### src/rtl/maxpool2x2_stream_if.sv
// Pixel-in / pooled-out signal bundle for the 2x2 max-pooling stage.
// The master side drives pixels and frame dimensions; the slave side returns pooled results.
interface maxpool2x2_stream_if;
    logic              valid_in;
    logic signed [7:0] din;
    logic        [7:0] img_width;
    logic        [7:0] img_height;
    logic signed [7:0] dout;
    logic              valid_out;
    logic              frame_done;
    logic              cfg_err;

    modport master (
        output valid_in, din, img_width, img_height,
        input  dout, valid_out, frame_done, cfg_err
    );

    modport slave (
        input  valid_in, din, img_width, img_height,
        output dout, valid_out, frame_done, cfg_err
    );
endinterface

### src/rtl/maxpool2x2_stream.sv
// Streaming 2x2 stride-2 signed INT8 max-pool over a raster-order pixel stream.
// Only half a row of partial maxima is buffered; frames wider than MAX_WIDTH are drained.
module maxpool2x2_stream #(
    parameter int unsigned MAX_WIDTH = 64
) (
    input  logic                 clk,
    input  logic                 rst_n,
    maxpool2x2_stream_if.slave   io_bus
);

    localparam int unsigned Depth = MAX_WIDTH / 2;
    localparam int unsigned IdxW  = (Depth > 1) ? $clog2(Depth) : 1;
    localparam logic [8:0]  MaxW  = 9'(MAX_WIDTH);

    typedef enum logic [1:0] {StIdle, StActive, StDrainErr} state_e;

    state_e            r_state, w_state_nxt;
    logic        [7:0] r_w, r_h, r_col, r_row;
    logic        [7:0] w_w_nxt, w_h_nxt, w_col_nxt, w_row_nxt;
    logic signed [7:0] r_hold, w_hold_nxt;
    logic signed [7:0] r_dout, w_dout_nxt;
    logic              r_valid_out, w_valid_nxt;
    logic              r_frame_done, w_done_nxt;
    logic              r_cfg_err, w_err_nxt;
    logic signed [7:0] r_lbuf [Depth];

    logic        [7:0] w_w, w_h, w_col, w_row;
    logic              w_start, w_zero, w_drain, w_col_last, w_row_last;
    logic              w_lbuf_we;
    logic [IdxW-1:0]   w_idx;
    logic signed [7:0] w_pair;

    function automatic logic signed [7:0] smax(input logic signed [7:0] a,
                                               input logic signed [7:0] b);
        return (a > b) ? a : b;
    endfunction

    // In IDLE the incoming pixel is (0,0) of a new frame using the live dimensions.
    assign w_start    = (r_state == StIdle);
    assign w_zero     = (io_bus.img_width == 8'd0) || (io_bus.img_height == 8'd0);
    assign w_w        = w_start ? (w_zero ? 8'd1 : io_bus.img_width)  : r_w;
    assign w_h        = w_start ? (w_zero ? 8'd1 : io_bus.img_height) : r_h;
    assign w_col      = w_start ? 8'd0 : r_col;
    assign w_row      = w_start ? 8'd0 : r_row;
    assign w_drain    = w_start ? ({1'b0, io_bus.img_width} > MaxW) : (r_state == StDrainErr);
    assign w_col_last = (w_col == w_w - 8'd1);
    assign w_row_last = (w_row == w_h - 8'd1);
    assign w_idx      = w_col[IdxW:1];
    assign w_pair     = smax(r_hold, io_bus.din);

    always_comb begin
        w_state_nxt = r_state;
        w_w_nxt     = r_w;
        w_h_nxt     = r_h;
        w_col_nxt   = r_col;
        w_row_nxt   = r_row;
        w_hold_nxt  = r_hold;
        w_dout_nxt  = r_dout;
        w_valid_nxt = 1'b0;
        w_done_nxt  = 1'b0;
        w_err_nxt   = r_cfg_err;
        w_lbuf_we   = 1'b0;

        if (io_bus.valid_in) begin
            if (w_start) begin
                w_w_nxt     = w_w;
                w_h_nxt     = w_h;
                w_state_nxt = w_drain ? StDrainErr : StActive;
            end
            if (w_drain) begin
                w_err_nxt = 1'b1;
            end else if (!w_col[0]) begin
                w_hold_nxt = io_bus.din;
            end else if (!w_row[0]) begin
                w_lbuf_we = 1'b1;
            end else begin
                w_dout_nxt  = smax(r_lbuf[w_idx], w_pair);
                w_valid_nxt = 1'b1;
            end

            if (w_col_last) begin
                w_col_nxt = 8'd0;
                if (w_row_last) begin
                    w_row_nxt   = 8'd0;
                    w_done_nxt  = 1'b1;
                    w_state_nxt = StIdle;
                end else begin
                    w_row_nxt = w_row + 8'd1;
                end
            end else begin
                w_col_nxt = w_col + 8'd1;
                w_row_nxt = w_row;
            end
        end
    end

    always_ff @(posedge clk or negedge rst_n) begin
        if (!rst_n) begin
            r_state      <= StIdle;
            r_w          <= 8'd0;
            r_h          <= 8'd0;
            r_col        <= 8'd0;
            r_row        <= 8'd0;
            r_hold       <= 8'sd0;
            r_dout       <= 8'sd0;
            r_valid_out  <= 1'b0;
            r_frame_done <= 1'b0;
            r_cfg_err    <= 1'b0;
        end else begin
            r_state      <= w_state_nxt;
            r_w          <= w_w_nxt;
            r_h          <= w_h_nxt;
            r_col        <= w_col_nxt;
            r_row        <= w_row_nxt;
            r_hold       <= w_hold_nxt;
            r_dout       <= w_dout_nxt;
            r_valid_out  <= w_valid_nxt;
            r_frame_done <= w_done_nxt;
            r_cfg_err    <= w_err_nxt;
        end
    end

    // Line buffer carries no reset; every entry is written on an even row before it is read.
    always_ff @(posedge clk) begin
        if (w_lbuf_we) begin
            r_lbuf[w_idx] <= w_pair;
        end
    end

    assign io_bus.dout       = r_dout;
    assign io_bus.valid_out  = r_valid_out;
    assign io_bus.frame_done = r_frame_done;
    assign io_bus.cfg_err    = r_cfg_err;

endmodule

### src/flat_wrapper.sv
// flat-port wrapper written by rule: the top's interface ports become plain ports
module maxpool2x2_stream_flat 
#(
    parameter int unsigned MAX_WIDTH = 64
)
  (clk, rst_n, io_bus_valid_in, io_bus_din, io_bus_img_width, io_bus_img_height, io_bus_dout, io_bus_valid_out, io_bus_frame_done, io_bus_cfg_err);
  maxpool2x2_stream_if io_bus_i ();
  input  logic clk;
  input  logic rst_n;
  input wire logic [$bits(io_bus_i.valid_in)-1:0] io_bus_valid_in;
  input wire logic [$bits(io_bus_i.din)-1:0] io_bus_din;
  input wire logic [$bits(io_bus_i.img_width)-1:0] io_bus_img_width;
  input wire logic [$bits(io_bus_i.img_height)-1:0] io_bus_img_height;
  output wire logic [$bits(io_bus_i.dout)-1:0] io_bus_dout;
  output wire logic [$bits(io_bus_i.valid_out)-1:0] io_bus_valid_out;
  output wire logic [$bits(io_bus_i.frame_done)-1:0] io_bus_frame_done;
  output wire logic [$bits(io_bus_i.cfg_err)-1:0] io_bus_cfg_err;
  assign io_bus_i.valid_in = io_bus_valid_in;
  assign io_bus_i.din = io_bus_din;
  assign io_bus_i.img_width = io_bus_img_width;
  assign io_bus_i.img_height = io_bus_img_height;
  assign io_bus_dout = io_bus_i.dout;
  assign io_bus_valid_out = io_bus_i.valid_out;
  assign io_bus_frame_done = io_bus_i.frame_done;
  assign io_bus_cfg_err = io_bus_i.cfg_err;
  maxpool2x2_stream #(.MAX_WIDTH(MAX_WIDTH)) u_core (.clk(clk), .rst_n(rst_n), .io_bus(io_bus_i));
endmodule
### config.mk
export PLATFORM = sky130hd
export DESIGN_NAME = maxpool2x2_stream_flat
export DESIGN_NICKNAME = d
export VERILOG_FILES = /design/src/rtl/maxpool2x2_stream_if.sv /design/src/rtl/maxpool2x2_stream.sv /design/src/flat_wrapper.sv
export SDC_FILE = /design/constraint.sdc
export NUM_CORES = 1
export LEC_CHECK = 0
export ABC_AREA = 1
export BUFFER_PORTS_ARGS = -buffer_cell sky130_fd_sc_hd__buf_4
export CELL_PAD_IN_SITES_DETAIL_PLACEMENT = 0
export CELL_PAD_IN_SITES_GLOBAL_PLACEMENT = 1
export CORE_UTILIZATION = 32
export DETAILED_ROUTE_END_ITERATION = 10
export HOLD_SLACK_MARGIN = 0.02
export MAX_ROUTING_LAYER = met4
export PLACE_DENSITY_LB_ADDON = 0.1
export SYNTH_ARGS = -nofsm -noshare
export SYNTH_HDL_FRONTEND = slang
export SYNTH_SLANG_ARGS = --single-unit
### constraint.sdc
create_clock -name clk -period 4.6 [get_ports clk]
set_input_delay 0.92 -clock clk [delete_from_list [all_inputs] [get_ports clk]]
set_output_delay 0.92 -clock clk [all_outputs]
set_load 0.01 [all_outputs]
==> summary by stage <==
Floorplanning
The floorplan step defined a die boundary enclosing ~0.044 mm2. The I/O pin count is 38. The area of the core region is around 0.042 mm2. The floorplan has 75 rows.

Once the floorplan was initialized, standard cells occupied roughly a third of the core. Measured along the x axis, the die boundary spans 210 um. Measured along the y axis, the die boundary spans roughly 210 um.

STA
The max-slew violation count came to 0. The worst path uses between 80% and 90% of the clock period. Setup repair after global routing left no endpoint under its margin.

Counting I/O delays and the setup requirement, the final critical path takes roughly 4000 ps. The clock skew is between 15 and 20 ps. Setup violations remaining at the end of the flow were counted as 0.

At the pin with the least slew margin, the transition time is between 800 and 900 ps. For the final routed database, the setup TNS stands at 0 ps. The highest clock frequency the design can meet is approximately 0.25 GHz. The number of endpoints with negative hold slack in the final report is 0.

The normalized max-slew margin is 43.1%. The worst hold slack after final layout is about 430 ps.

Cells and area
The layout filler cell count is roughly 4,200. The number of antenna diodes in the final layout is 0. The net count reported at finish is ~1,400. The proportion of layout cells with a drive suffix above 1 is a little under a fifth. The area overhead of the layout relative to synthesis is 18.1%. The combined flip-flop and latch cell area is 0.00901 mm2. The area occupied by multi-input gates is between 0.004 and 0.005 mm2.

Setup path
The critical path goes through inv_2 -> nand2_4 -> nand2_2 -> nand2_2 -> inv_2 -> buf_4 -> nand2_1 -> nand4_1 -> nor2_1 -> o211ai_1 -> o22ai_1 -> inv_1 -> ha_1 -> nand4_1 -> o221ai_1 -> nand2_1 -> a21oi_1 -> inv_1 -> nand2_1 -> nand2_1 -> o21ai_1. Counting stages on the worst path, the most repeated cell is nand2_1. The worst setup path is of the reg2reg kind. For this design, the slowest cell found on the critical path is dfrtp_1. The endpoint arrival time on the critical path is around 4500 ps.

The type of element launching the critical path is a flip-flop. The critical path capture point type is a flip-flop. In this design, the stage delay of the slowest critical-path cell is roughly 440 ps. In this run the worst path has a maximum fanout of 12. The data required time of the worst path is around 5000 ps.

Min path
The type of the tightest min-delay check is in2async.

Power and ir drop
The maximum vdd drop is about 0.34 mV. The total power is about 11,000 uW. The leakage component of the power is 0.00621 uW. Power spread over the standard cell area amounts to roughly 690 mW/mm2.

Logic synthesis
The largest total area in the synthesized netlist belongs to edfxtp_1. The share of synthesized registers carrying an async set or reset is ~17%. The sequential-to-total area share from yosys stat is 65.0%. The synthesized area per cell is 11.3 um2.

The synthesis warning total is 0. The number of distinct library cells after synthesis is between 50 and 60. The synthesized instance count is 1,230.

The net count after synthesis is around 1,300. The fraction of post-synthesis cell area in the top cell type by area is a little under three fifths. The synthesized design contains 256 enable-type register cells. After synthesis the netlist holds a flip-flop and latch count of slightly above 300. Yosys attributes the largest share of cell area to edfxtp_1 (55%), dfrtp_1 (9.6%), nand2_1 (6.6%), o22ai_1 (3.6%), nor2_1 (2.9%). By count the netlist is led by edfxtp_1 (256), nand2_1 (243), nor2_1 (107).

The prevailing post-synth register cell is edfxtp_1. The area of the mapped netlist is 0.0139 mm2. The most common cell in the synthesized netlist is edfxtp_1.

Route
The amount of wire on met3 after detailed routing is 2030 um. The pre-antenna-repair detailed-routing pass consisted of 5 iterations. The average detailed-routed wire length per instance is ~21 um. The number of antenna-violating nets in the routed design is 0. The top routing layer in use is met4. The met1 wire length is a little under 20,000 um.

The final layout contains routed wiring with a total length of ~41,000 um. The detail-routed via count per cell is roughly 4.9. For this block, the via count after detailed routing is 9,564.

The met2 layer wire length in the routed design is roughly 19,000 um. The detailed router finished its first iteration with approximately 720 violations. For this run, design rule violations remaining after detail routing come to 0.

CTS
The post-cts gate resize count is 0. The count of hold-fix buffers inserted at cts is 0. Clock latency on the worst-skew pair, taken at its later pin, is roughly 560 ps. The number of buffers added for setup after CTS is 0. TritonCTS built the clock tree. The number of sinks on the clock net is about 310. The CTS root buffer is clkbuf_16. The clock transition at the registers of the reported paths is about 60 ps. The H-tree depth is 2.

The number of buffers on the longest clock path is 3. In this run, CTS created clock tree buffers numbering 37.

Placement
The global placement routability congestion is 0.792. The half-perimeter wire length of the detailed placement result is approximately 27,000 um. During placement, the flow inserted port buffers numbering 37.

GRT
The overall overflow remaining after global route is 0. The total track usage is 19.7%. Entering global routing, the biggest net connects 54 pins. The via count of the first global-routing pass is 9,590. The global-route wire length before repair is slightly above 60,000 um. The number of antenna violations at the first check in global routing was 0.

Run status
The flow ran to the end, and the final reports show no timing, DRC or antenna violations.

Run
The tool flagged a number of max-cap violations equal to 0.
-- power by group --
group | internal, uW | switching, uW | leakage [uW] | total [uW]
clock | 1660 | 1190 | 0.000580 | 2850
combinational | 1330 | 3250 | 0.00264 | 4590
sequential | 3810 | 110 | 0.00299 | 3920
total | 6800 | 4560 | 0.00621 | 11400
-- worst max-delay path, delay by kind of cell, from the launching register on --
family | cells | cell delay (ps)
AND/OR/NAND/NOR | 10 | 1380
buffers and inverters | 5 | 660
adder cells (fa/ha/maj) | 1 | 360
flip-flops | 1 | 440
AO/OA/AOI/OAI | 5 | 1100
-- per-layer routing --
metal,vias up,GRT usage [%]
met5,-,-
met4,0,5.49
met2,220,30.1
met1,4689,27.0
li1,4599,-
met3,56,3.32
-- worst paths after layout --
kind | startpoint | to | slack [ps] | depth (start not counted)
setup / recovery | u_core.r_state[1]$_DFFE_PN0P_ | u_core.io_bus.dout[2]$_DFFE_PN0P_ | 550 | 21
min in group clk | u_core.r_row[4]$_DFFE_PN0P_ | u_core.r_row[4]$_DFFE_PN0P_ | 480 | 2
setup reg to reg | u_core.r_state[1]$_DFFE_PN0P_ | u_core.io_bus.dout[2]$_DFFE_PN0P_ | 550 | 21
hold / removal | rst_n | u_core.r_hold[3]$_DFFE_PN0P_ | 430 | 1
max in group asynchronous | rst_n | u_core.r_row[5]$_DFFE_PN0P_ | 3620 | 1
hold reg to reg | u_core.r_row[4]$_DFFE_PN0P_ | u_core.r_row[4]$_DFFE_PN0P_ | 480 | 2
-- logic make-up (layout without fill, tap and decap cells) --
group | Yosys count | after routing | synth area share, %
buf+inv | 139 | 273 | 4.47
fa+ha+maj | 20 | 20 | 1.80
flops | 309 | 309 | 65.0
simple gates | 522 | 522 | 18.1
compound gates | 229 | 229 | 9.95
xor+xnor | 11 | 11 | 0.695
-- per-stage QoR --
stage	instances	setup WS [ps]	util, %	cell area, um2
2_1_floorplan	1230	425	-	13900
3_3_place_gp	1873	467	35.9	15200
3_5_place_dp	1873	462	35.9	15200
4_1_cts	1941	535	38.7	16400
5_1_grt	1941	222	38.7	16400
6_report	1941	554	38.7	16400
-- cells in the final DEF (no fill, tap or decap), types with 20 or more instances in the layout --
cell type and instances:
dfrtp_1 53, nand2_1 243, a21oi_1 21, ha_1 20, o21ai_0 62, clkbuf_16 37
o22ai_1 80, inv_1 79, nor2_1 107, edfxtp_1 256, nand4_1 30, nand3_1 49
a22oi_1 20, buf_4 111
-- flip-flops by register name, summed over array words and instances (netlist names) --
signal / cells
u_core.r_w: 8
u_core.r_hold: 8
u_core.r_state: 2
u_core.r_row: 8
u_core.io_bus.frame_done: 1
u_core.io_bus.valid_out: 1
u_core.io_bus.dout: 8
u_core.io_bus.cfg_err: 1
u_core.r_lbuf: 256
u_core.r_col: 8
u_core.r_h: 8
-- cell type report --
type,count,area share (%)
tap,577,4.41
clock buffer,41,5.75
inverter,91,2.09
timing repair buffer,114,5.45
clock inverter,27,1.41
multi-input combinational,782,25.9
sequential,309,55.0
Power figures use the tool's default switching activity.
